$ cat config.mk
export PLATFORM = sky130hd
export DESIGN_NAME = if_fetch
export DESIGN_NICKNAME = d
export VERILOG_FILES = /design/src/rtl/miscv_pkg.sv /design/src/rtl/if_pc_gen.sv /design/src/rtl/if_fetch.sv
export SDC_FILE = /design/constraint.sdc
export NUM_CORES = 1
export LEC_CHECK = 0
export BUFFER_PORTS_ARGS = -buffer_cell sky130_fd_sc_hd__buf_4
export CORE_MARGIN = 2
export CORE_UTILIZATION = 42
export DETAILED_ROUTE_END_ITERATION = 8
export HOLD_SLACK_MARGIN = 0.15
export PLACE_DENSITY = 0.71
export SLEW_MARGIN = 10
export SYNTH_ARGS = -nofsm -noshare
export SYNTH_HDL_FRONTEND = slang
export SYNTH_SLANG_ARGS = --single-unit
export TNS_END_PERCENT = 1
$ cat constraint.sdc
create_clock -name CLK -period 1.6 [get_ports CLK]
set_input_delay 0 -clock CLK [delete_from_list [all_inputs] [get_ports CLK]]
set_output_delay 0 -clock CLK [all_outputs]
set_load 0.005 [all_outputs]
$ cat src/rtl/miscv_pkg.sv
// Shared constants and types for the instruction fetch stage.
package miscv_pkg;

  localparam int XLEN = 16;

  localparam logic [XLEN-1:0] PC_INC    = 16'd2;
  localparam logic [XLEN-1:0] NOP_INSTR = 16'h0000;
  localparam logic [XLEN-1:0] RESET_PC  = 16'h0000;

  // Fetch FSM: FETCH issues a read of PC, HOLD parks with a dropped
  // response until the downstream stall lifts.
  typedef enum logic {
    ST_FETCH = 1'b0,
    ST_HOLD  = 1'b1
  } fetch_state_t;

  // Next-PC source chosen by the fetch FSM.
  typedef enum logic [1:0] {
    PC_SEL_HOLD   = 2'd0,
    PC_SEL_INC    = 2'd1,
    PC_SEL_BRANCH = 2'd2
  } pc_sel_t;

endpackage

$ cat src/rtl/if_pc_gen.sv
// Program counter register with next-PC selection (hold/increment/branch).
// Reset value is applied asynchronously; increments wrap modulo 2^16.
module if_pc_gen
  import miscv_pkg::*;
#(
  parameter logic [XLEN-1:0] INIT_PC = 16'h0000
) (
  input  logic            clk,
  input  logic            rst_n,
  input  pc_sel_t         sel,
  input  logic [XLEN-1:0] target,
  output logic [XLEN-1:0] pc
);

  logic [XLEN-1:0] pc_next;

  // Select the next fetch address; branch targets are forced half-word aligned.
  always_comb begin
    pc_next = pc;
    case (sel)
      PC_SEL_INC:    pc_next = pc + PC_INC;
      PC_SEL_BRANCH: pc_next = {target[XLEN-1:1], 1'b0};
      default:       pc_next = pc;
    endcase
  end

  // PC register.
  always_ff @(posedge clk or negedge rst_n) begin
    if (!rst_n) pc <= INIT_PC;
    else        pc <= pc_next;
  end

endmodule

$ cat src/rtl/if_fetch.sv
// Instruction fetch stage: issues reads at PC, delivers one instruction
// bundle per cycle into IF/ID, parks in HOLD when a response arrives while
// the current bundle is still stalled downstream, and redirects on branch.
//
//   state | meaning
//   FETCH | MemReq=1 at MemAddr=PC, waiting for / accepting MemReady
//   HOLD  | response was dropped (bundle not consumed); no request until Stall=0
module if_fetch #(
  parameter logic [15:0] RESET_PC  = miscv_pkg::RESET_PC,
  parameter logic [15:0] NOP_INSTR = miscv_pkg::NOP_INSTR
) (
  input  logic        CLK,
  input  logic        Reset,
  input  logic        Stall,
  input  logic        BranchTaken,
  input  logic [15:0] BranchTarget,
  output logic        MemReq,
  output logic [15:0] MemAddr,
  input  logic        MemReady,
  input  logic [15:0] MemData,
  output logic [15:0] FPC,
  output logic [15:0] FPCP2,
  output logic [15:0] FIR,
  output logic        FValid
);

  miscv_pkg::fetch_state_t state, state_next;
  miscv_pkg::pc_sel_t      pc_sel;
  logic [15:0]             pc;
  logic                    load;
  logic                    clear;
  logic                    consumed;

  if_pc_gen #(
    .INIT_PC(RESET_PC)
  ) u_pc_gen (
    .clk   (CLK),
    .rst_n (Reset),
    .sel   (pc_sel),
    .target(BranchTarget),
    .pc    (pc)
  );

  assign consumed = FValid & ~Stall;
  assign MemReq   = (state == miscv_pkg::ST_FETCH);
  assign MemAddr  = pc;

  // Next state, PC source and bundle load/clear decisions; branch wins over all.
  always_comb begin
    state_next = state;
    pc_sel     = miscv_pkg::PC_SEL_HOLD;
    load       = 1'b0;
    clear      = 1'b0;
    if (BranchTaken) begin
      state_next = miscv_pkg::ST_FETCH;
      pc_sel     = miscv_pkg::PC_SEL_BRANCH;
      clear      = 1'b1;
    end else begin
      case (state)
        miscv_pkg::ST_FETCH: begin
          if (MemReady) begin
            if (!FValid || !Stall) begin
              load   = 1'b1;
              pc_sel = miscv_pkg::PC_SEL_INC;
            end else begin
              state_next = miscv_pkg::ST_HOLD;
            end
          end else begin
            clear = consumed;
          end
        end
        miscv_pkg::ST_HOLD: begin
          // Leaving HOLD is the edge where the parked bundle is consumed.
          if (!Stall) begin
            state_next = miscv_pkg::ST_FETCH;
            clear      = consumed;
          end
        end
        default: state_next = miscv_pkg::ST_FETCH;
      endcase
    end
  end

  // FSM state register.
  always_ff @(posedge CLK or negedge Reset) begin
    if (!Reset) state <= miscv_pkg::ST_FETCH;
    else        state <= state_next;
  end

  // IF/ID bundle registers; an invalid bundle always carries the bubble.
  always_ff @(posedge CLK or negedge Reset) begin
    if (!Reset) begin
      FPC    <= 16'h0000;
      FPCP2  <= 16'h0000;
      FIR    <= NOP_INSTR;
      FValid <= 1'b0;
    end else if (load) begin
      FPC    <= pc;
      FPCP2  <= pc + miscv_pkg::PC_INC;
      FIR    <= MemData;
      FValid <= 1'b1;
    end else if (clear) begin
      FIR    <= NOP_INSTR;
      FValid <= 1'b0;
    end
  end

endmodule

==> impl_metrics.ini, run 1 <==
[final_layout]
drive_gt1_share_pct = 36.1
n_fill_cell = 530
area.growth.synth_to_final_pct = 61.0
final_common_cell = buf_4
final_cell_mix = 126 x buf_4, 75 x nand2_1, 59 x dfrtp_1, 44 x dlygate4sd3_1, 25 x o21ai_0
nets = 490
final_cells = 537
diodes = 0

[clock_tree]
root_buffer = clkbuf_8
htree_num_levels = 3
cts_tree = built
numCtsBuffers = 9
path_clk_slew_ns = 0.07
worstSkewPairLatency_ns = 0.34
cts_setup_buffers = 0
cts_buffer_depth = 2
clock-sinks = 63

[synthesis]
yosysWarnings = 0
synth_edf_count = 0
avgSynthCellArea_sq_um = 9.86
synth-async-reset-ratio_pct = 100
syn_area_sq_um = 2850
yosys_most_used_dff = dfrtp_1
syn_inst = 289
ys_ff_latch = 63
ys_seq_area_share_pct = 55.3
synth_cell_types = 37

[critical_path]
r2r_slack_ns = -0.01
worstPathRequired_ns = 1.86
cp.arrival_ns = 1.87
crit_path_start_kind = flip-flop
path_class = flip-flop to flip-flop
cp-end-kind = flip-flop
path_max_fanout = 4

[floorplanning]
dieWidth_um = 86.4
rows = 30
core_region_area_sq_um = 6680
die_h_um = 86.4
start_util_pct = 42.6
ios = 103
die_area_sq_um = 7460

[place]
dpl_worst_slack_ns = -0.157
portBuffers = 98
hpwl_um = 5240
place_congestion = 0.856
placed_cells = 477

[timing]
tightestPinTransition_ns = 0.784
setup_ws_ns = -0.0117
clock_skew_ns = 0.0105
slew_violations = 0
fmax_mhz = 620
setup_tns_ns = -0.0117
rsz0062_at_grt = yes
max_slew_margin_pct = 47.8
final-setup-viol-count = 1
fin_crit_ns = 1.61
hold_viol_final = 0
fin_crit_sh_pct = 101

[routing]
drc = 0
drtPass1Iterations = 4
wirelength_um = 8000
avgViaCountPerCell = 5.03
vias = 2699
drtIter0Drc = 224
wire_per_inst_um = 14.9
drtAntennaViolNets = 0

[global_route]
grt_max_degree = 64
grt_pass1_wl_um = 13000
grt_pass1_vias = 2627
overflow = 0
antenna_found_initial = 0
grt_usage_pct = 22.5

[run]
cap_violations = 0

[worst_hold_path]
holdCritPathClass = input port to async pin

[power_and_ir_drop]
p_leak_nw = 2.21
powerDensity_nw_per_um2 = 1010
ir_worst_vdd_mv = 0.560

[outcome]
failed_checks = negative setup slack
status = finished, violations left
==> sequential cells by signal (all words and copies together), names as in the netlist <==
signal / count
FIR: 16
u_pc_gen.pc: 15
FPC: 15
FValid: 1
FPCP2: 15
state: 1
==> Yosys cell counts, types with 4 or more instances <==
master,n,area (sq um)
a22o_1,18,158
xnor2_1,14,123
xor2_1,6,52.6
nor2_1,10,37.5
clkbuf_1,10,37.5
nor3_1,6,30.0
buf_2,9,45.0
nor4_1,4,25.0
a31oi_1,4,25.0
o21ai_0,25,125
dfrtp_1,63,1580
nand2_1,75,282
nand3_1,5,25.0
==> kinds of logic after synthesis <==
family | after synthesis | share of synthesized area [%]
flops | 63 | 55.3
xor+xnor | 20 | 6.15
simple gates | 122 | 20.4
mux | 2 | 0.703
other cells | 1 | 0.132
fa+ha+maj | 1 | 0.439
buf+inv | 25 | 4.08
compound gates | 55 | 12.8
==> critical path, stage by stage (launching register included) <==
cell and delay, ns:
dfrtp_1 0.42, nor2b_2 0.17, buf_4 0.15, nand4_2 0.10
or4_4 0.52, a31oi_1 0.16
==> power by group <==
part	leakage, nW	total, mW	switching [mW]	internal [mW]
Combinational	1.31	1.11	0.474	0.633
Sequential	0.786	1.97	0.162	1.81
Clock	0.109	1.57	0.641	0.927
Total	2.21	4.65	1.28	3.37
==> layout make-up <==
type | count | area, sq um | share of cell area, %
timing repair buffer | 172 | 1430 | 31.1
clock inverter | 6 | 92.6 | 2.02
clock buffer | 10 | 138 | 3.00
sequential | 63 | 1580 | 34.5
multi-input combinational | 203 | 1240 | 27.0
tap | 80 | 100 | 2.18
inverter | 3 | 11.3 | 0.245
==> stage by stage <==
stage | hold slack, ns | util (%) | cell area (sq um) | power, mW
after floorplan | -0.296 | - | 2900 | 2.38
after global placement | 0.129 | 58.1 | 3880 | 2.98
after detailed placement | 0.138 | 58.1 | 3880 | 3.01
after CTS | 0.204 | 68.1 | 4550 | 4.67
after global routing | 0.377 | 68.7 | 4590 | 4.92
final | 0.285 | 68.7 | 4590 | 4.65
==> path summary, 6_finish.rpt <==
check,endpoint,start,depth (start not counted)
setup / recovery,u_pc_gen.pc[14],state,5
hold / removal,FPCP2[7],Reset,2
setup reg to reg,u_pc_gen.pc[14],state,5
hold reg to reg,FPCP2[3],FPCP2[3],2
max in group asynchronous,u_pc_gen.pc[6],Reset,2
min in group CLK,FIR[7],MemData[7],3
==> timing repair <==
action | 4_1_cts | 5_1_grt
endpoints found under the hold margin | 96 | 1
hold buffers | 43 | 1
gates cloned | 0 | 0
resized for setup | 2 | 9
setup endpoints to repair | 19 | 8
pin swaps | 2 | 1
==> routing by layer <==
metal	global-route usage [%]	part of all wire, %
met5	0	0
met4	9.38	2.4
met3	5.33	5.2
met2	35.7	49
met1	29.8	43
Note: power is estimated with default switching activity, not from simulation.
==> inputs of run 2 (changes only) <==
--- a/config.mk
+++ b/config.mk
@@ -5,6 +5,7 @@
 export SDC_FILE = /design/constraint.sdc
 export NUM_CORES = 1
 export LEC_CHECK = 0
+export ABC_AREA = 1
 export BUFFER_PORTS_ARGS = -buffer_cell sky130_fd_sc_hd__buf_4
 export CORE_MARGIN = 2
 export CORE_UTILIZATION = 42
==> impl_metrics.ini, run 2 <==
[routing]
drtAntennaViolNets = 0
avgViaCountPerCell = 4.94
drc = 0
wirelength_um = 7970
drtPass1Iterations = 4
wire_per_inst_um = 13.9
vias = 2843
drtIter0Drc = 221

[place]
placed_cells = 508
dpl-instance-area_sq_um = 3630
hpwl_um = 5050
portBuffers = 98
place_congestion = 0.787

[critical_path]
crit_path_start_kind = flip-flop
path_max_fanout = 5
cp_cell_sequence = ha_1 > nand2_1 > nor2_2 > nand3_1 > nand2_1 > nand2_1 > nand2_1 > nand2_1
cpMaxStageDelayCell = dfrtp_1
cpMostUsedCell = nand2_1
cp.arrival_ns = 1.66
worstPathRequired_ns = 1.83
reg2reg_from = u_pc_gen.pc[1]
cpPeakStageDelay_ns = 0.43
cp-end-kind = flip-flop
path_class = flip-flop to flip-flop
cp-startpoint = u_pc_gen.pc[1]

[timing]
rsz0062_at_grt = no
final-setup-viol-count = 0
slew_violations = 0
max_slew_margin_pct = 54.8
clock_skew_ns = 0.00695
hold_viol_final = 0
fmax_mhz = 699
setup_tns_ns = 0
tightestPinTransition_ns = 0.678
fin_crit_sh_pct = 89.4
fin_crit_ns = 1.43
holdWs_ns = 0.164

[outcome]
status = completed

[global_route]
overflow = 0
grt_max_degree = 36
antenna_found_initial = 0
grt_pass1_vias = 2684
grt_pass1_wl_um = 12800
grt_usage_pct = 22.2

[final_layout]
fin_util_pct = 65.0
final_common_cell = nand2_1
n_fill_cell = 560
diodes = 0
final_area_sq_um = 4350
final_cell_mix = 150 x nand2_1, 100 x buf_4, 63 x dfrtp_1, 51 x dlygate4sd3_1, 42 x nand3_1
final_cells = 575
largest-register = FIR
drive_gt1_share_pct = 26.9
largest_register_ffs = 16
nets = 528
area.growth.synth_to_final_pct = 52.1

[worst_hold_path]
holdCritPathClass = input port to flip-flop
hp-start = BranchTaken

[synthesis]
synth_cell_types = 30
yosysMostFrequentCell = nand2_1
yosysWarnings = 0
syn_inst = 340
synth_edf_count = 0
yosys_most_used_dff = dfrtp_1
yosysTopAreaCellShare_pct = 55.2
avgSynthCellArea_sq_um = 8.40
synth_commonest_cells = 150 x nand2_1, 63 x dfrtp_1, 42 x nand3_1
synth-async-reset-ratio_pct = 100
yosysTopAreaCell = dfrtp_1
syn_area_sq_um = 2860
synthTopCellsByArea = dfrtp_1 55%, nand2_1 20%, nand3_1 7.4%
ys_ff_latch = 63
ys_seq_area_share_pct = 55.2

[power_and_ir_drop]
p_leak_nw = 2.30
powerDensity_nw_per_um2 = 1010
ir_worst_vdd_mv = 0.624

[clock_tree]
clock-sinks = 63
numCtsBuffers = 9
worstSkewPairLatency_ns = 0.34
path_clk_slew_ns = 0.07
cts_buffer_depth = 2
root_buffer = clkbuf_8
cts_tree = built
htree_num_levels = 3

[floorplanning]
core_region_area_sq_um = 6680
ios = 103
rows = 30
die_h_um = 86.5
die_area_sq_um = 7480
start_util_pct = 42.8
dieWidth_um = 86.5

[run]
cap_violations = 0
run 2: changes by cell type after synthesis, sizes merged, moves of 5 or more:
cell    delta
nand2     +77
nand3     +39
inv       +20
a22o      -18
xnor2     -14
o21ai     -10
clkbuf     -9
nor3       -6
nor4       -5
run 2: worst max-delay path: cells and delay by family, from the launching register on:
family	cells	cell delay, ns
and+or+nand+nor	7	0.71
DFF	1	0.43
adders and majority gates	1	0.18
run 2: worst paths after layout:
check	end	slack [ns]	depth (start not counted)
min in group asynchronous	FPCP2[15]	0.65	3
hold / removal	u_pc_gen.pc[13]	0.16	5
hold reg to reg	FPCP2[6]	0.48	2
max in group asynchronous	FIR[3]	0.41	4
setup / recovery	u_pc_gen.pc[13]	0.17	8
setup reg to reg	u_pc_gen.pc[13]	0.17	8
run 2: routing by layer:
layer / vias up / global-route usage (%) / routed length (um)
met2: 80 / 36.9 / 4140
li1: 1375 / - / -
met3: 20 / 4.57 / 352
met5: - / 0 / 0
met1: 1368 / 27.4 / 3230
met4: 0 / 11.4 / 244
run 2: power by group:
part	total (mW)	switching [mW]	internal (mW)
logic	0.967	0.433	0.534
clock network	1.45	0.607	0.843
registers	1.99	0.182	1.81
run 2: logic make-up after synthesis:
group / after synthesis / share of synthesized area (%)
DFF: 63 / 55.2
AOI/OAI and AO/OA: 22 / 4.42
other: 1 / 0.131
and+or+nand+nor: 214 / 32.3
adders and majority gates: 1 / 0.438
buffers and inverters: 37 / 6.88
xor gates and xnor gates: 2 / 0.613
run 2: per-stage QoR:
step                worst slack (ns)  total power, mW
finish                         0.169             4.41
global route                  0.0124             4.65
CTS                            0.167             4.43
detailed placement             0.187             2.89
global placement               0.217             2.86
floorplan                      0.333             2.35
run 2: area by class of cell:
type	count	area, sq um	share of cell area, %
clock inverters	3	40.0	0.921
clock buffers	13	169	3.89
well taps	80	100	2.30
flip-flops and latches	63	1580	36.3
inverters	22	87.6	2.02
multi-input cells	242	1090	25.1
repair buffers	152	1280	29.5
run 2: timing repair:
action / in CTS / in global routing
buffers inserted: 0 / 0
hold buffers: 51 / 0
resized for setup: 0 / 0
endpoints found under the hold margin: 98 / 0
